## src/rtl/data_writer.sv

```systemverilog
// data_writer: accepts DATASIZE-bit packets on a valid/ready handshake and
// writes each one as ascending 32-bit words to the shared memory write port.
// After WORDS words it pulses DONE_WRITING. It then holds off until the reader
// has drained memory: OutOfData must go low, then high again.
// Optional build macro DW_ZEROFILL_EN adds a flush input. A flush zero-pads the
// rest of the current batch and completes it early.
module data_writer #(
    parameter int unsigned DATASIZE = 192,
    parameter int unsigned WORDS    = 96
) (
    input  logic                clock,
    input  logic                reset,
    input  logic [DATASIZE-1:0] pktIn,
    input  logic                pktValid,
    output logic                pktReady,
    input  logic                OutOfData,
`ifdef DW_ZEROFILL_EN
    input  logic                flush,
`endif
    output logic                DONE_WRITING,
    output logic [31:0]         addrB,
    output logic [31:0]         dataB,
    output logic                weB,
    output logic                busy
);

    localparam int unsigned WPP   = DATASIZE / 32;
    localparam int unsigned CNT_W = $clog2(WORDS + 1);
    localparam int unsigned IDX_W = (WPP > 1) ? $clog2(WPP) : 1;
    localparam logic [CNT_W-1:0] LAST_CNT = CNT_W'(WORDS - 1);
    localparam logic [IDX_W-1:0] LAST_IDX = IDX_W'(WPP - 1);

`ifdef DW_ZEROFILL_EN
    typedef enum logic [2:0] {FILL, WRITE, DONE, WAITLOW, WAITHIGH, PAD} state_t;
`else
    typedef enum logic [2:0] {FILL, WRITE, DONE, WAITLOW, WAITHIGH} state_t;
`endif

    state_t              state_q, state_d;
    logic [CNT_W-1:0]    word_count_q, word_count_d;
    logic [IDX_W-1:0]    word_idx_q, word_idx_d;
    logic [DATASIZE-1:0] shift_q, shift_d;
    logic                pkt_ready_q, pkt_ready_d;
    logic                done_q, done_d;
    logic                we_q, we_d;
    logic [31:0]         data_q, data_d;
    logic [31:0]         addr_q, addr_d;
    logic                busy_q, busy_d;

    // Next-state, counters and registered-output values derived from the next state
    always_comb begin
        state_d      = state_q;
        word_count_d = word_count_q;
        word_idx_d   = word_idx_q;
        shift_d      = shift_q;

        unique case (state_q)
            FILL: begin
                if (pktValid && pkt_ready_q) begin
                    shift_d    = pktIn;
                    word_idx_d = '0;
                    state_d    = WRITE;
                end
`ifdef DW_ZEROFILL_EN
                else if (flush && (word_count_q != '0)) begin
                    state_d = PAD;
                end
`endif
            end
            WRITE: begin
                shift_d      = shift_q >> 32;
                word_idx_d   = word_idx_q + IDX_W'(1);
                word_count_d = word_count_q + CNT_W'(1);
                if (word_idx_q == LAST_IDX) begin
                    state_d = (word_count_q == LAST_CNT) ? DONE : FILL;
                end
            end
            DONE: begin
                word_count_d = '0;
                state_d      = WAITLOW;
            end
            WAITLOW: begin
                if (!OutOfData) state_d = WAITHIGH;
            end
            WAITHIGH: begin
                if (OutOfData) state_d = FILL;
            end
`ifdef DW_ZEROFILL_EN
            PAD: begin
                word_count_d = word_count_q + CNT_W'(1);
                if (word_count_q == LAST_CNT) state_d = DONE;
            end
`endif
            default: state_d = FILL;
        endcase

        // Outputs are registered, so they are decoded from the upcoming state
`ifdef DW_ZEROFILL_EN
        we_d = (state_d == WRITE) || (state_d == PAD);
`else
        we_d = (state_d == WRITE);
`endif
        data_d      = (state_d == WRITE) ? shift_d[31:0] : 32'd0;
        addr_d      = 32'({word_count_d, 2'b00});
        done_d      = (state_d == DONE);
        pkt_ready_d = (state_d == FILL);
        busy_d      = (state_d != FILL);
    end

    // State and output registers, asynchronously cleared
    always_ff @(posedge clock or posedge reset) begin
        if (reset) begin
            state_q      <= FILL;
            word_count_q <= '0;
            word_idx_q   <= '0;
            shift_q      <= '0;
            pkt_ready_q  <= 1'b1;
            done_q       <= 1'b0;
            we_q         <= 1'b0;
            data_q       <= '0;
            addr_q       <= '0;
            busy_q       <= 1'b0;
        end else begin
            state_q      <= state_d;
            word_count_q <= word_count_d;
            word_idx_q   <= word_idx_d;
            shift_q      <= shift_d;
            pkt_ready_q  <= pkt_ready_d;
            done_q       <= done_d;
            we_q         <= we_d;
            data_q       <= data_d;
            addr_q       <= addr_d;
            busy_q       <= busy_d;
        end
    end

    assign pktReady     = pkt_ready_q;
    assign DONE_WRITING = done_q;
    assign weB          = we_q;
    assign dataB        = data_q;
    assign addrB        = addr_q;
    assign busy         = busy_q;

endmodule

```

## config.mk

```make
export PLATFORM = sky130hd
export DESIGN_NAME = data_writer
export DESIGN_NICKNAME = d
export VERILOG_FILES = /design/src/rtl/data_writer.sv
export SDC_FILE = /design/constraint.sdc
export NUM_CORES = 1
export LEC_CHECK = 0
export ABC_CLOCK_PERIOD_IN_PS = 10100
export BUFFER_PORTS_ARGS = -buffer_cell sky130_fd_sc_hd__buf_2
export CORE_MARGIN = 1.5
export CORE_UTILIZATION = 40
export DETAILED_ROUTE_END_ITERATION = 7
export SLEW_MARGIN = 20
export SYNTH_ARGS = -nofsm -noshare
export SYNTH_HDL_FRONTEND = slang
export SYNTH_SLANG_ARGS = --single-unit
```

## constraint.sdc

```tcl
create_clock -name clock -period 10.1 [get_ports clock]
set_input_delay 1.01 -clock clock [delete_from_list [all_inputs] [get_ports clock]]
set_output_delay 1.01 -clock clock [all_outputs]
set_load 0.005 [all_outputs]
```

* Word-level counts from Yosys, hierarchy flattened
Cells that the tools add are included.
Word-level totals: bits in registers 241, word-level logic and storage cells 40
Cells by class: $add $sub $neg 2, equal/unequal tests 9, multiplexer cells 12, reductions and logical operators 7
Operators by type and width (number):
- $pmux W192 S2 | 1
- $mux W192 | 1
- $mux W32 | 1
- $mux W3 | 5
- $pmux W3 S5 | 1
- $pmux W7 S2 | 1
- $eq A3 B2 Y1 const B | 3
- $add A7 B1 Y7 const B | 1
- $eq A7 B7 Y1 const B | 1
- $eq A3 B1 Y1 const B | 2
- $eq A3 B3 Y1 const B | 2
- $logic_not A3 Y1 | 2
- $pmux W3 S2 | 1
- $reduce_bool A2 Y1 | 2
- $add A3 B1 Y3 const B | 1
- $reduce_bool A3 Y1 | 1
- $mux W2 | 1
- $ne A2 B2 Y1 const B | 1
- $reduce_and A2 Y1 | 1
- $logic_and A1 B1 Y1 | 1

* Logic depth before layout (Yosys ltp)
word-level depth 6, gate-level depth with buffers 8, depth with buffers taken out 6

* Worst setup path after synthesis
OpenSTA, ideal clock, no wires.
kind input-to-reg, start point input port pktValid, end point register data_q[10] (netlist: dataB[10]), arrival 2.110 ns, required time 10.013 ns, slack 7.903 ns, stages 6, buffers on the path 2, cell sequence and2_1 buf_2 o21ai_4 clkbuf_1 nand2_1 a211oi_2
Between the ends: word-level cells in the longest chain between the ends 5, elaborated cells between the ends (all ways) 7
Ends and longest elaborated chain:
- start, declared | RTL line 14 | input logic pktValid,
- $logic_and A1 B1 Y1 * | RTL line 59 | if (pktValid && pkt_ready_q) begin
- $mux W3 | RTL line 59
- $pmux W3 S5 | RTL line 57 | unique case (state_q)
- $eq A3 B1 Y1 | RTL line 103 | data_d = (state_d == WRITE) ? shift_d[31:0] : 32'd0;
- $mux W32 * | RTL line 103
- named net data_d[10] | RTL line 46 | logic [31:0] data_q, data_d;
- end signal, assigned | RTL line 131 | data_q <= data_d;
- end, declared | RTL line 46
The timed path passes the listed nets; every way through them passes the cells marked *. The select of a mux whose other input is x is not followed. A chain may end at the register's enable or synchronous reset.

* Worst setup path in the final report
start point register state_q[1], end point register data_q[24] (netlist: dataB[24])
Between the ends: word-level cells in the longest chain between the ends 4, elaborated cells between the ends (all ways) 13
Ends and longest elaborated chain:
- start, declared | RTL line 39 | state_t state_q, state_d;
- start signal, assigned | RTL line 124 | state_q <= state_d;
- $eq A3 B3 Y1, or another cell as far along | RTL line 57
- $pmux W3 S5 | RTL line 57
- $eq A3 B1 Y1 | RTL line 103
- $mux W32 * | RTL line 103
- named net data_d[24] | RTL line 46
The timed path passes the listed nets; every way through them passes the cells marked *.

==> flow_summary.json <==
{
  "grt_pass1_wl_mm": 41.75,
  "postRouteAntennaNets": 0,
  "place_congestion": 0.7827,
  "worst_slew_pin_slew_ps": 1113,
  "place.port_buffers": 238,
  "nFillCells": 2477,
  "power_leakage_nw": 6.325,
  "dieHeight_um": 163.6,
  "synth_xor_area_frac": 0.0008490,
  "critPathMaxFanout": 66,
  "endpoint_kind": "register",
  "cts_setup_buffers": 0,
  "synth_compound_area_frac": 0.1801,
  "placed_cells": 1521,
  "p_per_area_nw_per_um2": 280.0,
  "synth_top_family_by_area": "compound AO/OA/AOI/OAI gates",
  "use_met1": 0.2928,
  "cts-resized-gates": 0,
  "dr.pass1.iters": 5,
  "drt_iter0_markers": 521,
  "grtUsageMet2": 0.2864,
  "whs_ps": 470.2,
  "die_area_sq_um": 26760,
  "clockBufferDepth": 3,
  "clk_pin_slew_ps": 60,
  "mostFrequentLayoutCell": "nand2_1",
  "setup_viol": 0,
  "ys_warn_count": 0,
  "hold_viol": 0,
  "synthMuxAreaShare": 0,
  "path_delay_family": "simple AND/OR/NAND/NOR gates",
  "cts_tree": "yes",
  "path_cells": "nand4bb_1 -> nor2_8 -> buf_4 -> a22oi_1 -> a211oi_2",
  "grt-busiest-layer": "met1",
  "cts_made_buffers": 27,
  "clock_latency_ps": 520,
  "num_rows": 58,
  "start_util": 0.4085,
  "coreArea_sq_um": 25250,
  "worst-setup-path-type": "reg2reg",
  "clockRootBuffer": "clkbuf_16",
  "pre_cts_ws_ps": 5826,
  "min_from": "shift_q[126]",
  "use_met3": 0.04723,
  "min_period_ps": 3886,
  "ys_seq_area_frac": 0.5847,
  "critPathBufInv": 1,
  "drv_cap": 0,
  "place_area_sq_um": 11490,
  "synth-simple-area-share": 0.1693,
  "fin_nets": 1419,
  "fmax_mhz": 257.3,
  "timing.setup.tns_ps": 0,
  "r2r_start": "state_q[1]",
  "grt_overflow_total": 0,
  "htree_num_levels": 1,
  "worst_setup_path_start_kind": "register",
  "clock_sinks": 241,
  "cp_data_arrival_time_ps": 4310,
  "netlist_area_sq_um": 10320,
  "ctsHoldBuffers": 0,
  "outcome": "completed",
  "synth_seq_cells": 241,
  "synth_cells": 1020,
  "fin_cells": 1572,
  "route.detailed.drc": 0,
  "cpMaxStageDelayCell": "nor2_8",
  "routed_wl_mm": 26.19,
  "dp_hpwl_mm": 17.02,
  "grt_pass1_vias": 7655,
  "grt_max_degree": 95,
  "period_share": 0.3848,
  "worst_ir_drop_vdd_v": 0.0001359,
  "slew_headroom": 0.2537,
  "viasPerCell": 4.996,
  "slew_viol_final": 0,
  "skew_ps": 10.25,
  "syn-mean-instance-area_sq_um": 10.11,
  "cp-startpoint": "state_q[1]",
  "final_cell_mix": "358 x nand2_1, 240 x dfrtp_1, 238 x buf_2",
  "final_core_util": 0.4872,
  "p_total_mw": 3.445,
  "synth_cell_type_count": 40,
  "syn_to_final_growth_pct": 19.26,
  "die_w_um": 163.6,
  "rsz0062_at_grt": "no",
  "stdcell_area_sq_um": 12300,
  "setup_slack_ps": 6214,
  "cpPeakStageDelay_ps": 1070,
  "drive_above_1_share": 0.2599,
  "cp.required_ps": 10520,
  "io_pins": 264,
  "wl_per_cell_um": 16.66,
  "vias": 7854,
  "min_path_type": "reg2reg",
  "grtUsageTotal": 0.1970,
  "synthAdderAreaFrac": 0.003639,
  "antenna_found_initial": 6
}
## power breakdown
part / internal (mW) / leakage (nW) / switching, mW / total (mW)
registers: 1.31 / 3.18 / 0.180 / 1.49
clock network: 0.516 / 0.383 / 0.371 / 0.887
logic: 0.403 / 2.76 / 0.667 / 1.07
total: 2.23 / 6.33 / 1.22 / 3.44
## worst register-to-register path, stage by stage, from the launching register on
cell       delay, ps
dfrtp_1          530
nand4bb_1       1010
nor2_8          1080
buf_4            660
a22oi_1          250
a211oi_2         250
## layer usage
metal	part of all wire	vias to the layer above	wire length, um
met5	0.00027	-	7
met1	0.47	3698	12300
met2	0.44	227	11590
met3	0.073	32	1908
met4	0.015	2	388
li1	-	3895	-
## worst paths after layout
kind                           endpoint  slack (ps)  cells after the start
max                           dataB[24]        6210                      5
min                        shift_q[126]         470                      2
max reg2reg                   dataB[24]        6210                      5
min reg2reg                shift_q[126]         470                      2
max in group asynchronous   shift_q[21]        8050                      3
min in group asynchronous  shift_q[163]         570                      2
## Yosys cell counts (all sizes together)
master     n  area share
nand2    358        0.13
dfrtp    240        0.58
a22oi    144        0.10
buf       71       0.048
o21ai     47       0.024
o22ai     35       0.021
clkbuf    30       0.011
a21oi     18      0.0087
nor3b     18       0.022
a211oi    15       0.016
nor2       6      0.0045
inv        5      0.0018
and2       3      0.0018
ha         3      0.0036
nand3      3      0.0015
nand4      3      0.0018
a31oi      2      0.0012
and3       2      0.0012
nand2b     2      0.0012
nor2b      2      0.0012
o22a       2      0.0017
a22o       1     0.00085
a31o       1     0.00085
and4b      1     0.00097
clkinv     1     0.00036
conb       1     0.00036
dfstp      1      0.0025
nand4bb    1      0.0011
nor3       1     0.00048
o31ai      1     0.00073
or3b       1     0.00085
xor2       1     0.00085
## registers in the layout, summed over array words and instances, names as in the netlist
signal        flops
state_q           3
busy              1
weB               1
dataB            32
shift_q         192
DONE_WRITING      1
addrB             7
pktReady          1
word_idx_q        3
## layout make-up
cell class / instances / area, sq um / area share
Timing Repair Buffer: 248 / 1266 / 0.1029
Tap cell: 330 / 412.9 / 0.03356
Inverter: 6 / 30.03 / 0.002441
Multi-Input combinational cell: 696 / 3754 / 0.3051
Clock buffer: 39 / 760.7 / 0.06183
Clock inverter: 5 / 30.03 / 0.002441
Sequential cell: 241 / 6032 / 0.4903
Antenna cell: 7 / 17.52 / 0.001424
## cells by family after synthesis
logic type | count (synthesis)
DFF | 241
AOI/OAI and AO/OA | 266
xor gates and xnor gates | 1
buffers and inverters | 107
other | 1
and+or+nand+nor | 401
adders and majority gates | 3
No activity file was read; power rests on OpenSTA's default activity.
